**src/rtl/updown_counter_param.sv**
```systemverilog
// Parametrised up/down counter with bounds, wrap/saturate mode, synchronous load,
// registered overflow/underflow pulses and a saturating wrap-event counter.
module updown_counter_param #(
  parameter int              WIDTH    = 4,
  parameter longint unsigned MIN_VAL  = 0,
  parameter longint unsigned MAX_VAL  = (64'd1 << WIDTH) - 64'd1,
  parameter bit              SATURATE = 1'b0,
  parameter int              WCNT_W   = 8
) (
  input  logic              clk,
  input  logic              rst,
  input  logic              en,
  input  logic              trig,
  input  logic              load,
  input  logic [WIDTH-1:0]  load_val,
  input  logic              clr_wcnt,
  output logic [WIDTH-1:0]  count_out,
  output logic              at_max,
  output logic              at_min,
  output logic              ovf,
  output logic              unf,
  output logic [WCNT_W-1:0] wrap_cnt
);

  // Bounds carried one bit wider than the count so no comparison or step wraps silently.
  localparam logic [WIDTH:0]   MIN_EXT  = MIN_VAL[WIDTH:0];
  localparam logic [WIDTH:0]   MAX_EXT  = MAX_VAL[WIDTH:0];
  localparam logic [WIDTH:0]   ONE_EXT  = {{WIDTH{1'b0}}, 1'b1};
  localparam logic [WIDTH-1:0] MIN_CNT  = MIN_VAL[WIDTH-1:0];
  localparam logic [WIDTH-1:0] MAX_CNT  = MAX_VAL[WIDTH-1:0];
  localparam logic [WCNT_W-1:0] WCNT_ONE = {{(WCNT_W-1){1'b0}}, 1'b1};
  localparam logic [WCNT_W-1:0] WCNT_TOP = {WCNT_W{1'b1}};

  logic [WIDTH:0]   cnt_ext;
  logic [WIDTH:0]   load_ext;
  logic [WIDTH:0]   inc_ext;
  logic [WIDTH:0]   dec_ext;
  logic [WIDTH-1:0] count_nxt;
  logic             ovf_nxt;
  logic             unf_nxt;
  logic [WCNT_W-1:0] wrap_nxt;

  assign cnt_ext  = {1'b0, count_out};
  assign load_ext = {1'b0, load_val};
  assign inc_ext  = cnt_ext + ONE_EXT;
  assign dec_ext  = cnt_ext - ONE_EXT;

  assign at_max = (count_out == MAX_CNT);
  assign at_min = (count_out == MIN_CNT);

  always_comb begin
    // NOTE: every output of this block gets a default first so no path infers a latch.
    count_nxt = count_out;
    ovf_nxt   = 1'b0;
    unf_nxt   = 1'b0;

    if (load) begin
      if (load_ext < MIN_EXT) begin
        count_nxt = MIN_CNT;
      end else if (load_ext > MAX_EXT) begin
        count_nxt = MAX_CNT;
      end else begin
        count_nxt = load_val;
      end
    end else if (en) begin
      if (trig) begin
        if (cnt_ext >= MAX_EXT) begin
          ovf_nxt   = 1'b1;
          count_nxt = SATURATE ? MAX_CNT : MIN_CNT;
        end else begin
          count_nxt = inc_ext[WIDTH-1:0];
        end
      end else begin
        if (cnt_ext <= MIN_EXT) begin
          unf_nxt   = 1'b1;
          count_nxt = SATURATE ? MIN_CNT : MAX_CNT;
        end else begin
          count_nxt = dec_ext[WIDTH-1:0];
        end
      end
    end
  end

  // Clear beats a coincident event; otherwise count events up to all-ones and stick.
  always_comb begin
    wrap_nxt = wrap_cnt;
    if (clr_wcnt) begin
      wrap_nxt = '0;
    end else if ((ovf_nxt || unf_nxt) && (wrap_cnt != WCNT_TOP)) begin
      wrap_nxt = wrap_cnt + WCNT_ONE;
    end
  end

  always_ff @(posedge clk or negedge rst) begin
    // NOTE: sequential state uses non-blocking assignments so every register samples pre-edge values.
    if (!rst) begin
      count_out <= MIN_CNT;
      ovf       <= 1'b0;
      unf       <= 1'b0;
      wrap_cnt  <= '0;
    end else begin
      count_out <= count_nxt;
      ovf       <= ovf_nxt;
      unf       <= unf_nxt;
      wrap_cnt  <= wrap_nxt;
    end
  end

endmodule

```
**config.mk**
```make
export PLATFORM = sky130hd
export DESIGN_NAME = updown_counter_param
export DESIGN_NICKNAME = d
export VERILOG_FILES = /design/src/rtl/updown_counter_param.sv
export SDC_FILE = /design/constraint.sdc
export NUM_CORES = 1
export LEC_CHECK = 0
export CAP_MARGIN = 10
export CELL_PAD_IN_SITES_DETAIL_PLACEMENT = 0
export CELL_PAD_IN_SITES_GLOBAL_PLACEMENT = 1
export CORE_ASPECT_RATIO = 1.2
export CORE_MARGIN = 2
export CORE_UTILIZATION = 36
export DETAILED_ROUTE_END_ITERATION = 10
export GPL_ROUTABILITY_DRIVEN = 1
export GPL_TIMING_DRIVEN = 1
export PLACE_DENSITY = 0.82
export SLEW_MARGIN = 20
export SYNTH_ARGS = -nofsm -noshare
export SYNTH_HDL_FRONTEND = slang
export SYNTH_SLANG_ARGS = --single-unit
```
**constraint.sdc**
```tcl
create_clock -name clk -period 5.3 [get_ports clk]
set_clock_uncertainty 0.15 [all_clocks]
set_input_delay 0.795 -clock clk [delete_from_list [all_inputs] [get_ports clk]]
set_output_delay 0.795 -clock clk [all_outputs]
set_load 0.02 [all_outputs]
```
==> results of run 1 <==
[path summary, 6_finish.rpt]
path / endpoint / start / cells after the start / slack (ns)
setup reg to reg: wrap_cnt[5]$_DFFE_PN0P_ / count_out[0]$_DFFE_PN0P_ / 7 / 2.82
min in group asynchronous: wrap_cnt[6]$_DFFE_PN0P_ / rst / 1 / 0.74
max in group asynchronous: ovf$_DFF_PN0_ / rst / 1 / 3.86
hold / removal: wrap_cnt[1]$_DFFE_PN0P_ / wrap_cnt[1]$_DFFE_PN0P_ / 2 / 0.43
hold reg to reg: wrap_cnt[1]$_DFFE_PN0P_ / wrap_cnt[1]$_DFFE_PN0P_ / 2 / 0.43
setup / recovery: at_min / count_out[0]$_DFFE_PN0P_ / 5 / 2.21
[cell families after synthesis]
group | Yosys count
fa+ha+maj | 3
xor+xnor | 6
compound gates | 23
mux | 5
simple gates | 26
buf+inv | 8
flops | 14
[per-stage QoR]
stage / utilization (%) / std cells
final: 51.02 / 141
after global routing: 51.02 / 141
after CTS: 51.02 / 141
after detailed placement: 49.42 / 137
after global placement: 49.42 / 137
after floorplan: - / 85
[registers in the layout (all words and copies together), names as in the netlist]
name       flops
count_out      4
unf            1
wrap_cnt       8
ovf            1
[report_power, final]
group          leakage (uW)  internal [uW]  switching [uW]  total [uW]
clock network     0.0000210           41.9            35.1        76.9
logic              0.000309           32.1            28.8        60.9
registers          0.000187            111            8.91         120
[placed cells by master (no fill, tap or decap), types with 2 or more instances in the layout]
cell type,n
clkdlybuf4s50_1,25
dfrtp_1,14
nor2_1,7
nand2_1,5
o21ai_0,5
a21oi_1,5
inv_1,4
mux2i_1,3
xor2_1,3
xnor2_1,3
ha_1,3
clkbuf_4,3
o21ai_1,2
mux2_2,2
and3_1,2
[layer usage]
metal / vias to the layer above / GRT usage [%]
met1: 345 / 19.16
met2: 25 / 21.99
met3: 3 / 3.481
li1: 359 / -
met5: - / 0
met4: 0 / 10.42
[tightest hold or removal path, stage by stage (launching register included)]
cell and delay (ns):
dfrtp_1 0.39, mux2i_1 0.08, nor2_1 0.08
[final cells by class]
cell class	count	area [um2]	share of cell area, %
timing repair buffer	25	250.2	21.72
clock buffer	4	36.28	3.149
sequential	14	350.3	30.40
multi-input combinational	63	461.7	40.06
inverter	4	15.01	1.303
tap	31	38.79	3.366
==> impl_metrics.ini, run 1 <==
[clock_network]
numCtsBuffers = 3
cts_tree = done
cts_resized = 0
insertion_delay_ns = 0.29
cts_setup_buffers = 0
cts_hold_buf = 0
clkTransAtPathRegs_ns = 0.09
cts_root_buffer = clkbuf_4
cts.sinks = 14
clockBufferDepth = 2
htree_levels = 1

[floorplan]
initial_core_util_pct = 37.29
dieWidth_um = 48.15
num_rows = 19
die_height_um = 56.98
io_pins = 26
dieArea_um2 = 2744
coreArea_um2 = 2258

[critical_path]
critPathLaunchType = flip-flop
crit_chain = inv_1, ha_1, or3b_4, inv_1, clkdlybuf4s50_1
crit_slowest_cell = clkdlybuf4s50_1
critical_path_buf_inv_count = 3
critPathMostFrequentCell = inv_1
end_kind = output port
worstPathRequired_ns = 4.36
cpPeakStageDelay_ns = 0.59
crit_type = flip-flop to output port
cp_top_family = buffers and inverters
cp.arrival_ns = 2.14
worstPathMaxFanout = 9

[layout]
antenna_cells = 0
fill_cells = 212
synthToLayoutAreaGrowth_pct = 36.85
final_cell_area_um2 = 1152
finalNetCount = 124
drive_above_1_share_pct = 10.00

[timing]
period_share_pct = 58.27
whs_ns = 0.4310
maxSlewHeadroom_pct = 58.78
rsz0062_at_grt = no
final.min_clock_period_ns = 3.088
timing.final.ws_setup_ns = 2.212
setup_viol = 0
hold_viol = 0
worstMarginPinSlew_ns = 0.6164
final.setup.tns_ns = 0
fmax_mhz = 323.8
drv_slew = 0

[placed_design]
place_ws_ns = 2.540
io_buffers = 25
dpl_cell_area_um2 = 1116
place.gp.congestion = 0.7943
hpwl_mm = 1.358

[synthesis]
synth_top_area_share_pct = 41.60
synthTopCellsByArea = dfrtp_1, ha_1, mux2i_1
yosysWarnings = 0
synthTopCellsByCount = dfrtp_1, nor2_1, a21oi_1, nand2_1, o21ai_0
synth_top_family_by_area = simple AND/OR/NAND/NOR gates
synth-seq-area-share_pct = 41.60
async_flop_share_pct = 100.0
yosys.area_share.simple_pct = 19.61
synthFlopType = dfrtp_1
synth-edff-count = 0
syn-cell-area_um2 = 842.1
synthMuxAreaShare_pct = 6.241
ys_types = 37
synth-compound-area-share_pct = 18.28
syn_nets = 98
synth.avg_cell_area_um2 = 9.907
synthAdderAreaFrac_pct = 4.458
synth_largest_area_cell = dfrtp_1
ys_seq_elements = 14
postSynthCellCount = 85
synth-xor-area-share_pct = 6.241
yosysMostFrequentCell = dfrtp_1

[pwr]
p_per_area_nw_per_um2 = 223.9
p_leak_uw = 0.0005174
peakVddDrop_uv = 106.3
power_uw = 258.0

[detailed_routing]
ant_nets = 0
remaining_drc_errors = 0
wl_met2_um = 854
firstDrtPassIters = 4
met1Wirelength_um = 810
wirelength_mm = 1.803
num_vias = 732
top_layer = met4
wl_per_cell_um = 12.79
via_per_inst = 5.191
drtIter0Drc = 12
dr_wl_met3_um = 100

[global_route]
grt_overflow_total = 0
antenna_found_initial = 0
grt_max_degree = 15
grt_pass1_vias = 727
track_usage_pct = 15.18
grt_first_pass_wirelength_mm = 3.042

[job]
cap_violations = 0

[outcome]
status = completed

[worst_hold_path]
min_path_type = flip-flop to flip-flop
(Power assumes the default switching activity.)
==> run 2, diff against run 1 <==
- CORE_UTILIZATION: 36 -> 30
- PLACE_DENSITY: 0.82 -> 0.73
- clock period: 5.3 -> 2.55 ns (I/O delays scaled with it)
==> run 2 against run 1 <==
Compared with the run above:
- register-to-register slack worse by 2.6 ns
- total power up 110%
- design area up 2.2%
- wire length up 5.9%
- critical path type is now flip-flop to flip-flop
- combinational power up 120%
- non-clock buffer count up 3
- sequential cell count unchanged
- clock power up 110%
- largest power group unchanged
- final cell count up 4.3%
==> impl_metrics.ini, run 2 (same netlist as run 1, synthesis figures left out) <==
[placed_design]
hpwl_mm = 1.418
dpl_cell_area_um2 = 1142
io_buffers = 25
place.gp.congestion = 0.7428

[timing]
drv_slew = 0
whs_ns = 0.3535
rsz0062_at_grt = no
fmax_mhz = 421.6
final.setup.tns_ns = 0
maxSlewHeadroom_pct = 56.00
setup_viol = 0
period_share_pct = 93.02
final.min_clock_period_ns = 2.372
worstMarginPinSlew_ns = 0.6579
hold_viol = 0

[layout]
final_cell_area_um2 = 1177
largest_register = wrap_cnt
antenna_cells = 0
finalNetCount = 127
layout_common_cells = clkdlybuf4s50_1, dfrtp_1, nor2_1
final_common_cell = clkdlybuf4s50_1
synthToLayoutAreaGrowth_pct = 39.82
top_regs = wrap_cnt: 8 flops, count_out: 4 flops
largest_reg_flops = 8
drive_above_1_share_pct = 12.39
fill_cells = 289

[global_route]
grt_first_pass_wirelength_mm = 3.187
track_usage_pct = 13.48
grt_max_degree = 15
antenna_found_initial = 0
grt_pass1_vias = 719
grt_overflow_total = 0

[critical_path]
critical_path_buf_inv_count = 1
critPathLaunchType = flip-flop
crit_slowest_cell = dfrtp_1
crit_chain = inv_1, ha_1, or3b_4, nor4b_4, o211ai_2, or3_1, a21oi_1
cp.arrival_ns = 2.42
worstPathRequired_ns = 2.60
end_kind = flip-flop
cp_top_family = simple AND/OR/NAND/NOR gates
worstPathMaxFanout = 7
worstRegToRegCells = 7
cpPeakStageDelay_ns = 0.46
crit_type = flip-flop to flip-flop
crit_cells = 7

[detailed_routing]
remaining_drc_errors = 0
firstDrtPassIters = 4
wirelength_mm = 1.909
num_vias = 754
drtIter0Drc = 9
via_per_inst = 5.129
wl_per_cell_um = 12.99
ant_nets = 0

[pwr]
internal_power_uw = 387.1
p_leak_uw = 0.0005368
power_uw = 537.9
p_per_area_nw_per_um2 = 456.8
seqPwrFrac_pct = 45.8
clkPwrFrac_pct = 29.5
p_sw_share_pct = 28.03
p_switching_uw = 150.8
p_comb_share_pct = 24.7
peakVddDrop_uv = 268.4

[clock_network]
clkTransAtPathRegs_ns = 0.09
insertion_delay_ns = 0.27
htree_levels = 1
cts.sinks = 14
cts_tree = done
cts_setup_buffers = 0
clockBufferDepth = 2
cts_resized = 1
numCtsBuffers = 3
cts_hold_buf = 0
cts_root_buffer = clkbuf_4

[job]
cap_violations = 0

[floorplan]
io_pins = 26
dieWidth_um = 52.37
die_height_um = 62.04
dieArea_um2 = 3248
coreArea_um2 = 2733
num_rows = 21
initial_core_util_pct = 30.82

[worst_hold_path]
min_path_type = input pin to asynchronous set/reset pin

[outcome]
status = completed
run 2: path summary, 6_finish.rpt:
path	slack, ns	endpoint	startpoint
hold / removal	0.35	wrap_cnt[7]$_DFFE_PN0P_	rst
min in group clk	0.43	wrap_cnt[6]$_DFFE_PN0P_	wrap_cnt[6]$_DFFE_PN0P_
hold reg to reg	0.43	wrap_cnt[6]$_DFFE_PN0P_	wrap_cnt[6]$_DFFE_PN0P_
setup reg to reg	0.18	wrap_cnt[5]$_DFFE_PN0P_	count_out[1]$_DFFE_PN0P_
setup / recovery	0.18	wrap_cnt[5]$_DFFE_PN0P_	count_out[1]$_DFFE_PN0P_
max in group asynchronous	1.48	wrap_cnt[6]$_DFFE_PN0P_	rst
run 2: per-layer routing:
layer | part of all wire [%] | up-vias | track usage, % | wire [um]
met4 | 0.68 | 0 | 6.593 | 13
met2 | 49 | 21 | 23.57 | 940
met3 | 5.2 | 2 | 2.153 | 99
met5 | 0 | - | 0 | 0
met1 | 45 | 366 | 16.14 | 855
li1 | - | 365 | - | -
run 2: power by group through the flow:
stage / Combinational (uW) / Sequential, uW / Clock [uW]
4_1_cts: 134 / 247 / 168
3_5_place_dp: 135 / 251 / 0
3_3_place_gp: 134 / 251 / 0
5_1_grt: 146 / 248 / 176
6_report: 133 / 246 / 159
2_1_floorplan: 61.3 / 262 / 0
run 2: layout make-up:
class	instances	area, um2	area share [%]
multi-input combinational	63	461.7	39.21
inverter	4	15.01	1.275
sequential	14	350.3	29.76
timing repair buffer	28	271.5	23.06
tap	34	42.54	3.613
clock buffer	4	36.28	3.082
run 2: through the flow:
stage               utilization, %  setup slack [ns]  std cells
floorplan                        -            0.2043         85
global placement             41.80            0.2440        143
detailed placement           41.80            0.2135        143
CTS                          43.09            0.1894        147
global route                 43.09           0.02191        147
finish                       43.09            0.1781        147
==> run 3, diff against run 2 <==
- CORE_ASPECT_RATIO: 1.2 -> not set
==> run 3 against run 2 <==
Compared with the run above:
- via count grew 1.5%
- global-route usage grew 1.3 points
- combinational power grew 3%
- design area shrank 0.21%
- core utilization grew 0.27 points
- sequential share of layout area grew 0.063 points
- worst setup slack gained 0.044 ns
- maximum frequency grew 1.9%
- critical path depth shrank 3
- total power shrank 6.1%
- clock-buffer cell count shrank 1
==> impl_metrics.ini, run 3 (same netlist as run 1, synthesis figures left out) <==
[outcome]
status = completed

[floorplan]
die_height_um = 56.98
dieWidth_um = 56.98
num_rows = 19
dieArea_um2 = 3247
coreArea_um2 = 2710
io_pins = 26
initial_core_util_pct = 31.07

[detailed_routing]
num_vias = 765
ant_nets = 0
remaining_drc_errors = 0
drtIter0Drc = 15
wirelength_mm = 2.113
wl_per_cell_um = 14.57
firstDrtPassIters = 2
via_per_inst = 5.276

[timing]
final.setup.tns_ns = 0
timing.final.ws_setup_ns = 0.2222
rsz0062_at_grt = no
final.min_clock_period_ns = 2.328
worstMarginPinSlew_ns = 0.6622
hold_viol = 0
maxSlewHeadroom_pct = 55.71
drv_slew = 0
period_share_pct = 91.29
fmax_mhz = 429.6
setup_viol = 0

[clock_network]
htree_levels = 1
clockBufferDepth = 2
cts.sinks = 14
cts_root_buffer = clkbuf_4
insertion_delay_ns = 0.27
numCtsBuffers = 3
clkTransAtPathRegs_ns = 0.08
cts_tree = done

[pwr]
peakVddDrop_uv = 204.2
p_leak_uw = 0.0005392
p_per_area_nw_per_um2 = 430.1

[layout]
final_common_cell = clkdlybuf4s50_1
synthToLayoutAreaGrowth_pct = 39.52
fill_cells = 280
drive_above_1_share_pct = 13.16
largest_register = wrap_cnt
finalNetCount = 129
largest_reg_flops = 8
top_regs = wrap_cnt: 8 flops, count_out: 4 flops
layout_common_cells = clkdlybuf4s50_1, dfrtp_1, nor2_1
antenna_cells = 0

[global_route]
grt_max_degree = 15
antenna_found_initial = 0
grt_pass1_vias = 794
grt_first_pass_wirelength_mm = 3.705
grt_overflow_total = 0
track_usage_pct = 14.75

[critical_path]
crit_type = flip-flop to output port
worstPathMaxFanout = 8
cp.arrival_ns = 1.80
worstPathRequired_ns = 2.02
end_kind = output port
critPathLaunchType = flip-flop

[placed_design]
place_ws_ns = 0.2229
place.gp.congestion = 0.8312
io_buffers = 25
hpwl_mm = 1.656

[worst_hold_path]
min_path_type = input pin to asynchronous set/reset pin

[job]
cap_violations = 0
==> run 3: cell count changes in the layout (fill, tap and decap cells not counted) <==
cell and delta:
clkbuf_8 -1, buf_4 +2
==> run 3: critical path: stages, from the launching register on <==
cell and delay (ns):
dfrtp_1 0.38, buf_4 0.16, ha_1 0.23, and3_2 0.22, clkdlybuf4s50_1 0.54
==> run 3: final cells by class <==
type                       instances  area, um2  share of cell area [%]
multi-input combinational         63      461.7                   39.30
sequential                        14      350.3                   29.82
timing repair buffer              30      286.5                   24.39
clock buffer                       3      22.52                   1.917
tap                               31      38.79                   3.301
inverter                           4      15.01                   1.278
==> run 3: power breakdown <==
group | internal, uW | switching [uW] | total [uW]
logic | 71.2 | 66.2 | 137
clock network | 54.6 | 67.1 | 122
registers | 231 | 14.8 | 246
==> run 3: metrics by stage <==
stage / util, % / hold slack [ns] / cells / total power (uW) / area, um2
2_1_floorplan: - / -0.06309 / 85 / 323.2 / 842.1
3_3_place_gp: 42.57 / 0.4098 / 142 / 386.4 / 1154
3_5_place_dp: 42.57 / 0.4262 / 142 / 390.1 / 1154
4_1_cts: 43.35 / 0.3812 / 145 / 520.0 / 1175
5_1_grt: 43.35 / 0.4050 / 145 / 548.0 / 1175
6_report: 43.35 / 0.3621 / 145 / 505.3 / 1175
==> run 3: worst paths after layout <==
path,start,to,slack (ns),cells after the start
setup / recovery,count_out[0]$_DFFE_PN0P_,at_max,0.22,4
hold / removal,rst,wrap_cnt[5]$_DFFE_PN0P_,0.36,1
setup reg to reg,count_out[1]$_DFFE_PN0P_,wrap_cnt[5]$_DFFE_PN0P_,0.24,7
hold reg to reg,wrap_cnt[6]$_DFFE_PN0P_,wrap_cnt[6]$_DFFE_PN0P_,0.44,2
max in group asynchronous,rst,count_out[1]$_DFFE_PN0P_,1.47,1
min in group clk,wrap_cnt[6]$_DFFE_PN0P_,wrap_cnt[6]$_DFFE_PN0P_,0.44,2
==> run 3: metal layers <==
layer / vias up / track usage (%) / routed length, um
met2: 25 / 23.65 / 1062
li1: 367 / - / -
met5: - / 0 / 0
met1: 371 / 19.12 / 925
met3: 2 / 3.628 / 110
met4: 0 / 5.980 / 14
==> run 3: repair_timing <==
action                                 CTS  global route
gates resized for setup                  1             0
hold buffers                             0             0
buffers inserted                         0             0
setup endpoints to repair                1             0
endpoints found under the hold margin    0             0
